<file path="config.mk">
export PLATFORM = sky130hd
export DESIGN_NAME = fetch_stage
export DESIGN_NICKNAME = d
export VERILOG_FILES = /design/src/rtl/fetch_pkg.sv /design/src/rtl/fetch_skid.sv /design/src/rtl/fetch_stage.sv
export SDC_FILE = /design/constraint.sdc
export NUM_CORES = 1
export LEC_CHECK = 0
export CORE_ASPECT_RATIO = 0.6
export CORE_MARGIN = 3
export CORE_UTILIZATION = 40
export CTS_CLUSTER_SIZE = 40
export DETAILED_ROUTE_END_ITERATION = 7
export HOLD_SLACK_MARGIN = 0.1
export PLACE_DENSITY_LB_ADDON = 0.25
export SYNTH_ARGS = -nofsm -noshare
export SYNTH_HDL_FRONTEND = slang
export SYNTH_HIERARCHICAL = 1
export SYNTH_SLANG_ARGS = --single-unit
</file>
<file path="constraint.sdc">
create_clock -name clk -period 6.4 [get_ports clk]
set_clock_uncertainty 0.05 [all_clocks]
set_input_delay 1.28 -clock clk [delete_from_list [all_inputs] [get_ports clk]]
set_output_delay 1.28 -clock clk [all_outputs]
set_load 0.02 [all_outputs]
</file>
<file path="src/rtl/fetch_pkg.sv">
// -----------------------------------------------------------------------------
// fetch_pkg
// Shared definitions for the instruction-fetch stage: the fetch state
// encoding, the PC step, the ARM PC read offset and the bubble instruction
// word presented to decode when nothing valid is available.
// -----------------------------------------------------------------------------
package fetch_pkg;

    localparam int          INST_W      = 32;
    localparam logic [31:0] PC_STEP     = 32'd4;
    localparam logic [31:0] PC_READ_OFS = 32'd8;
    localparam logic [31:0] BUBBLE      = 32'h0000_0000;

    // EMPTY : nothing valid on imemRdata
    // RUN   : imemRdata holds the word at resp_pc
    // HOLD  : decode is stalled, the word it is looking at lives in the skid
    typedef enum logic [1:0] {
        EMPTY = 2'd0,
        RUN   = 2'd1,
        HOLD  = 2'd2
    } fetch_state_e;

endpackage

</file>
<file path="src/rtl/fetch_skid.sv">
// -----------------------------------------------------------------------------
// fetch_skid
// One-entry holding register for an instruction word and its address.
// Captures the word sitting on the memory read port when decode stalls, so
// the memory can keep streaming without losing that word.
//
// Ports:
//   clk       core clock
//   srst      synchronous active-high reset (empties the entry)
//   clear     drop the held entry (redirect)
//   load      capture data_in/pc_in (clear has priority)
//   data_in   instruction word to capture
//   pc_in     address of data_in
//   data_out  held instruction word
//   pc_out    address of the held word
// -----------------------------------------------------------------------------
module fetch_skid #(
    parameter int W = 32
) (
    input  logic         clk,
    input  logic         srst,
    input  logic         clear,
    input  logic         load,
    input  logic [W-1:0] data_in,
    input  logic [W-1:0] pc_in,
    output logic [W-1:0] data_out,
    output logic [W-1:0] pc_out
);
    import fetch_pkg::*;

    logic [W-1:0] data_q, data_d;
    logic [W-1:0] pc_q,   pc_d;

    always_comb begin
        data_d = data_q;
        pc_d   = pc_q;
        if (clear) begin
            data_d = W'(BUBBLE);
            pc_d   = '0;
        end else if (load) begin
            data_d = data_in;
            pc_d   = pc_in;
        end
    end

    always_ff @(posedge clk) begin
        if (srst) begin
            data_q <= W'(BUBBLE);
            pc_q   <= '0;
        end else begin
            data_q <= data_d;
            pc_q   <= pc_d;
        end
    end

    assign data_out = data_q;
    assign pc_out   = pc_q;

endmodule

</file>
<file path="src/rtl/fetch_stage.sv">
// -----------------------------------------------------------------------------
// fetch_stage
// Instruction-fetch stage: owns the PC, drives a synchronous instruction
// memory with one cycle of read latency, and feeds the fetch/decode pipe
// register. A one-entry skid absorbs decode stalls so every fetched word is
// delivered exactly once. Taken branches from execute redirect fetch and
// squash whatever is currently presented.
//
// Ports:
//   clk           core clock
//   reset         synchronous active-high reset
//   stall         hazard unit: hold fetch and the current output
//   branchTaken   execute: redirect fetch this cycle
//   branchTarget  redirect address (low two bits forced to zero)
//   imemAddr      registered instruction memory address
//   imemRdata     memory data for the address presented last cycle
//   instOut       instruction to the fetch/decode pipe
//   pcOut         address of instOut
//   pcPlus8       pcOut + 8 (ARM PC read value)
//   instValid     instOut is a real, on-path instruction
//   deE           fetch/decode pipe enable
//   deClear       fetch/decode pipe clear (loads a bubble)
// -----------------------------------------------------------------------------
module fetch_stage #(
    parameter logic [31:0] RESET_PC = 32'h0000_0000,
    parameter int          INST_W   = 32
) (
    input  logic              clk,
    input  logic              reset,
    input  logic              stall,
    input  logic              branchTaken,
    input  logic [INST_W-1:0] branchTarget,
    output logic [INST_W-1:0] imemAddr,
    input  logic [INST_W-1:0] imemRdata,
    output logic [INST_W-1:0] instOut,
    output logic [INST_W-1:0] pcOut,
    output logic [INST_W-1:0] pcPlus8,
    output logic              instValid,
    output logic              deE,
    output logic              deClear
);
    import fetch_pkg::*;

    fetch_state_e      state_q,   state_d;
    logic [INST_W-1:0] req_pc_q,  req_pc_d;   // address on the memory port
    logic [INST_W-1:0] resp_pc_q, resp_pc_d;  // address whose data is on imemRdata

    logic              skid_load;
    logic              skid_clear;
    logic [INST_W-1:0] skid_data;
    logic [INST_W-1:0] skid_pc;

    logic [INST_W-1:0] target_aligned;
    logic [INST_W-1:0] inst_mux;
    logic [INST_W-1:0] pc_mux;
    logic              unused_target_lsbs;

    // Word-aligned redirect address; the byte offset bits are dropped.
    assign target_aligned     = {branchTarget[INST_W-1:2], 2'b00};
    assign unused_target_lsbs = ^branchTarget[1:0];

    always_comb begin
        state_d    = state_q;
        req_pc_d   = req_pc_q;
        resp_pc_d  = resp_pc_q;
        skid_load  = 1'b0;
        skid_clear = 1'b0;
        inst_mux   = INST_W'(BUBBLE);
        pc_mux     = req_pc_q;

        case (state_q)
            EMPTY: begin
                if (!stall) begin
                    state_d   = RUN;
                    resp_pc_d = req_pc_q;
                    req_pc_d  = req_pc_q + INST_W'(PC_STEP);
                end
            end
            RUN: begin
                inst_mux = imemRdata;
                pc_mux   = resp_pc_q;
                if (stall) begin
                    // Park the presented word; the memory keeps re-reading
                    // req_pc so its data is ready again on release.
                    state_d   = HOLD;
                    skid_load = 1'b1;
                end else begin
                    resp_pc_d = req_pc_q;
                    req_pc_d  = req_pc_q + INST_W'(PC_STEP);
                end
            end
            HOLD: begin
                inst_mux = skid_data;
                pc_mux   = skid_pc;
                if (!stall) begin
                    state_d   = RUN;
                    resp_pc_d = req_pc_q;
                    req_pc_d  = req_pc_q + INST_W'(PC_STEP);
                end
            end
            default: begin
                state_d = EMPTY;
            end
        endcase

        // A redirect overrides any stall or advance decided above.
        if (branchTaken) begin
            state_d    = EMPTY;
            req_pc_d   = target_aligned;
            skid_load  = 1'b0;
            skid_clear = 1'b1;
        end
    end

    always_ff @(posedge clk) begin
        if (reset) begin
            state_q   <= EMPTY;
            req_pc_q  <= INST_W'(RESET_PC);
            resp_pc_q <= INST_W'(RESET_PC);
        end else begin
            state_q   <= state_d;
            req_pc_q  <= req_pc_d;
            resp_pc_q <= resp_pc_d;
        end
    end

    fetch_skid #(
        .W (INST_W)
    ) u_skid (
        .clk      (clk),
        .srst     (reset),
        .clear    (skid_clear),
        .load     (skid_load),
        .data_in  (imemRdata),
        .pc_in    (resp_pc_q),
        .data_out (skid_data),
        .pc_out   (skid_pc)
    );

    assign imemAddr  = req_pc_q;
    assign instOut   = inst_mux;
    assign pcOut     = pc_mux;
    assign pcPlus8   = pc_mux + INST_W'(PC_READ_OFS);
    assign instValid = ((state_q == RUN) || (state_q == HOLD)) && !branchTaken;
    assign deE       = !stall;
    assign deClear   = reset || branchTaken || ((state_q == EMPTY) && !stall);

endmodule

</file>
* Word level (Yosys, flattened, before mapping) *
Cells that the tools add are included.

storage, ports and cells
  output and inout bits = 131
  register bits = 130
  word-level logic and storage cells = 42

operators by class
  bitwise operators = 1
  eq/ne operators = 5
  $add $sub $neg = 2
  reduce and logical (&&, ||, !) cells = 16
  mux-type cells = 12

operators with widths
  operator                                        count
  one-hot mux 32 bit (2 select lines)             2
  two-way mux 32 bit                              3
  adder 32 x 3 -> 32 bit (second input constant)  1
  adder 32 x 4 -> 32 bit (second input constant)  1
  AND reduction 2 bit                             3
  OR reduction 2 bit                              3
  two-way mux 1 bit                               4
  two-way mux 2 bit                               2
  != test 2 bit (second input constant)           2
  one-hot mux 2 bit (2 select lines)              1
  logical OR 1 bit                                3
  OR reduction 3 bit                              1
  == test 2 x 1 -> 1 bit (second input constant)  1
  == test 2 bit (second input constant)           1
  logical AND 1 bit                               2
  zero test 1 bit                                 2
  zero test 2 bit                                 1
  != test 2 x 1 -> 1 bit (second input constant)  1
  nonzero test 2 bit                              1
  inverter 1 bit                                  1

* Depth between registers and ports, before layout *
Gate-level depths: netlist (run 1).

  depth after elaboration = 4
  mapped depth = 11

* By module *
Netlist (run 1), hierarchy kept.

modules (own cells, without submodules)
  module       cells each  instances  seq. area each (um^2)  area each (um^2)
  fetch_stage  613         1          1241.2                 4603.2
  fetch_skid   207         1          1281.2                 2348.5

* Worst setup path before layout (run 1) *
Ideal clock, no wire load.

  kind = reg2out
  start = reg state_q[0]
  end = out pcPlus8[21]
  buffers on the path = 2
  setup slack = 2.028 ns
  arrival = 3.042 ns
  cell stages (with the launch flop) = 12
  cell sequence = dfxtp_1 > inv_1 > ha_1 > buf_4 > buf_6 > mux2i_1 > inv_1 > ha_1 > and2_1 > and3_1 > nor3b_1 > xnor2_1

on the way
  word-level cells in the longest chain between the ends = 3
  elaborated cells on any way between the ends = 4

RTL lines
  item                                                     line                text
  start, declared                                          fetch_stage.sv:44   fetch_state_e state_q, state_d;
  start signal, assigned                                   fetch_stage.sv:121  state_q <= state_d;
  == test 2 bit or == test 2 x 1 -> 1 bit (tied branches)  fetch_stage.sv:71   case (state_q)
  one-hot mux 32 bit (2 select lines) (*)                  fetch_stage.sv:71
  via pcOut[3]                                             fetch_stage.sv:36   output logic [INST_W-1:0] pcOut,
  adder 32 x 4 -> 32 bit (*)                               fetch_stage.sv:143  assign pcPlus8 = pc_mux + INST_W'(PC_READ_OFS);
  end, declared                                            fetch_stage.sv:37   output logic [INST_W-1:0] pcPlus8,

The timed path passes the listed nets; every way through them passes the cells marked *.

* Final worst setup path (run 1) *
  start = reg state_q[0]
  end = out pcPlus8[31]

on the way
  word-level cells in the longest chain between the ends = 3
  elaborated cells on any way between the ends = 4

RTL lines
  item                                                     line
  == test 2 bit or == test 2 x 1 -> 1 bit (tied branches)  fetch_stage.sv:71
  one-hot mux 32 bit (2 select lines) (*)                  fetch_stage.sv:71
  adder 32 x 4 -> 32 bit (*)                               fetch_stage.sv:143

Mark *: on every way between the ends. The rest lies on a longest branch, timed or not.

==> results of run 1 <==
area by class of cell:
type	instances	area [um2]	area share, %
clock buffers	17	425	4.50
clock inverters	14	170	1.80
inverters	22	82.6	0.873
repair buffers	206	2030	21.4
flip-flops and latches	126	2520	26.7
multi-input cells	610	3940	41.7
well taps	228	285	3.02
registers in the layout, summed over array words and instances, names as in the netlist:
| name | count |
|---|---|
| u_skid/data_out | 32 |
| u_skid/pc_out | 32 |
| imemAddr | 30 |
| resp_pc_q | 30 |
| state_q | 2 |
synthesized netlist by cell type (8+ instances only):
master / instances / area share (%)
buf_6: 9 / 1.5
nand4_1: 8 / 0.72
nor2b_1: 33 / 3.0
a22o_1: 10 / 1.3
clkbuf_1: 25 / 1.3
a21oi_1: 55 / 4.0
buf_4: 10 / 1.1
inv_1: 21 / 1.1
xnor2_1: 32 / 4.0
nor3_1: 10 / 0.72
a22oi_1: 52 / 5.6
dfxtp_1: 126 / 36
nor4_1: 9 / 0.81
nand3_1: 10 / 0.72
xor2_1: 24 / 3.0
nand2_1: 85 / 4.6
ha_1: 8 / 1.4
nor2_1: 129 / 7.0
mux2i_1: 88 / 13
tightest hold or removal path, delay by kind of cell, from the launching register on:
kind               cells  cell delay [ns]
AOI/OAI and AO/OA      1             0.05
DFF                    1             0.32
and+or+nand+nor        1             0.06
path summary, 6_finish.rpt:
path                             to           from  slack, ns
setup reg to reg  u_skid/pc_out[25]     state_q[1]       3.05
hold / removal        resp_pc_q[13]  resp_pc_q[13]       0.42
setup / recovery        pcPlus8[31]     state_q[0]       0.84
hold reg to reg       resp_pc_q[13]  resp_pc_q[13]       0.42
power groups by stage:
stage / Combinational [mW] / Clock [mW] / Sequential, mW
floorplan: 0.200 / 0 / 0.857
global placement: 0.378 / 0 / 0.852
detailed placement: 0.381 / 0 / 0.852
CTS: 0.383 / 0.992 / 0.835
global route: 0.410 / 1.03 / 0.840
finish: 0.381 / 0.977 / 0.836
cells by family after synthesis:
family                     after synthesis  synth area share, %
AOI/OAI and AO/OA                      135                 12.9
xor gates and xnor gates                56                 7.06
adders and majority gates                8                 1.44
buffers and inverters                   87                 7.45
DFF                                    126                 36.3
muxes                                   88                 12.7
other                                    1               0.0539
and+or+nand+nor                        319                 22.2
routing by layer:
layer  track usage [%]  vias up  part of all wire (%)
met5                 0        -                     0
met4              4.97        0                   1.2
met3              8.39       23                    10
met2              30.4      268                    40
met1              32.1     2966                    49
li1                  -     3122                     -
cells in the final DEF (no fill, tap or decap), drive strengths merged, types with 5 or more instances in the layout:
cell | netlist | final
inv | 22 | 23
clkinv | 0 | 6
ha | 8 | 8
nand4 | 11 | 11
a21oi | 57 | 57
nor2b | 33 | 33
nand2 | 86 | 86
xnor2 | 32 | 32
dfxtp | 126 | 126
nor4 | 12 | 12
mux2i | 88 | 88
clkbuf | 26 | 17
and2 | 5 | 5
a22o | 10 | 10
nor2 | 129 | 129
a22oi | 52 | 52
clkdlybuf4s50 | 0 | 193
nor3 | 12 | 12
buf | 39 | 13
nand3 | 10 | 10
a211oi | 8 | 8
xor2 | 24 | 24
and3 | 5 | 5
==> results_dict.tcl, run 1 <==
set metrics [dict create \
    worst_hold_path_type "reg2reg" \
    synth.avg_cell_area_um2 8.48 \
    cts_repair_resize_count 0 \
    grt_overflow_total 0 \
    category_of_the_critical_setup_timing_path "reg2out" \
    worst_skew_pair.late_latency_ns 0.42 \
    post_synth_inst_count 820 \
    worstPathCellList "inv_1, ha_2, buf_4, nor2_1, a21oi_1, and4bb_2, nand4_1, nor4_2, xor2_1, clkdlybuf4s50_1" \
    design.final.nets 1059 \
    layout_cells_sized_above_1_pct 6.83 \
    grt_antenna_before_repair 0 \
    start_util_pct 41.8 \
    worstSetupPathDepth 10 \
    post-route-period-util_pct 86.8 \
    finalNonFillerCells 1223 \
    synthesis.area_um2 6950 \
    max-clock-path-buffers 2 \
    power.leakage_nw 3.24 \
    irDropWorstVdd_v 0.000136 \
    grt_setup_unrepaired "false" \
    totalPowerFinal_mw 2.19 \
    max-slew-margin-rel_pct 46.1 \
    first_global_vias 6090 \
    placement.io_buffers 194 \
    worst_path_largest_cell_delay_ns 0.76 \
    globalplace.congestion 0.829 \
    run_status "completed" \
    max_slew_violation_count 0 \
    die_x_um 176 \
    period_needed_ns 5.56 \
    start_kind "register" \
    timing.final.ws_setup_ns 0.842 \
    edff_count_synth 0 \
    power.share.switching_pct 27.4 \
    worst_path_required_ns 5.07 \
    data_arrival_time_of_the_critical_path_ns 4.23 \
    timing.fmax_ghz 0.180 \
    clock_h_tree_levels 4 \
    hold_path_depth 2 \
    cts-buffers-inserted 17 \
    yosysWarnings 6 \
    cts_hold_repair.buffers 0 \
    net-switching-power_mw 0.602 \
    path_buf_inv 3 \
    share_seq_of_total_power_pct 38.1 \
    ys_async_sr_fraction_pct 0 \
    floorplan.core_area_um2 16600 \
    ys_seq_area_share_pct 36.3 \
    comb_power_share_pct 17.4 \
    globalRouteTotalUtil_pct 22.0 \
    timing.hold.ws_ns 0.424 \
    max_cap_violations 0 \
    layout.core_utilization_pct 56.9 \
    power_report.internal_total_mw 1.59 \
    dpl-instance-area_um2 8860 \
    fraction_of_power_consumed_by_the_clock_network_pct 44.5 \
    tightestPinTransition_ns 0.808 \
    drt_first_iter_violations 500 \
    area_delta_synth_final_pct 36.0 \
    timing_hold_violations_final 0 \
    wl_per_cell_um 17.2 \
    critical_path_s_slowest_cell "ha_2" \
    finalSetupTns_ns 0 \
    floorplan.io_pins 199 \
    dp.final_hpwl_um 14200 \
    pin_count_of_the_biggest_net_entering_global_routing 64 \
    clock-sinks 126 \
    ys_seq_elements 126 \
    vias 6379 \
    clk_pin_slew_worst_paths_ns 0.06 \
    std_cell_rows 36 \
    ys_dominant_reg_cell "dfxtp_1" \
    placedCellCount 1192 \
    drt_pre_antenna_iters 5 \
    fillerInstances 1487 \
    worstPathMaxFanout 30 \
    crit_family "buffers and inverters" \
    design.die.area_um2 19000 \
    endpoint_kind "primary output" \
    worst_setup_timing_slack_at_the_placement_stage_ns 1.29 \
    cts_root_buffer "clkbuf_16" \
    chipHeight_um 108 \
    post_cts_buffers 0 \
    antenna_left 0 \
    rr_worst_depth 7 \
    post-route-cell-area_um2 9460 \
    via_per_inst 5.22 \
    insertedDiodeCount 0 \
    synth_cell_type_count 50 \
    p_per_area_nw_per_um2 232 \
    tritoncts "yes" \
    drc 0 \
    wl_um 21000 \
    grt_first_pass_wirelength_um 33200 \
    report.final.setup_viol 0 \
]
(Power assumes the default switching activity.)
==> run 2, diff against run 1 <==
Settings changed: TNS_END_PERCENT set to 20.
==> results of run 2 <==
Final layout, timing and power as in run 1 (identical DEF).
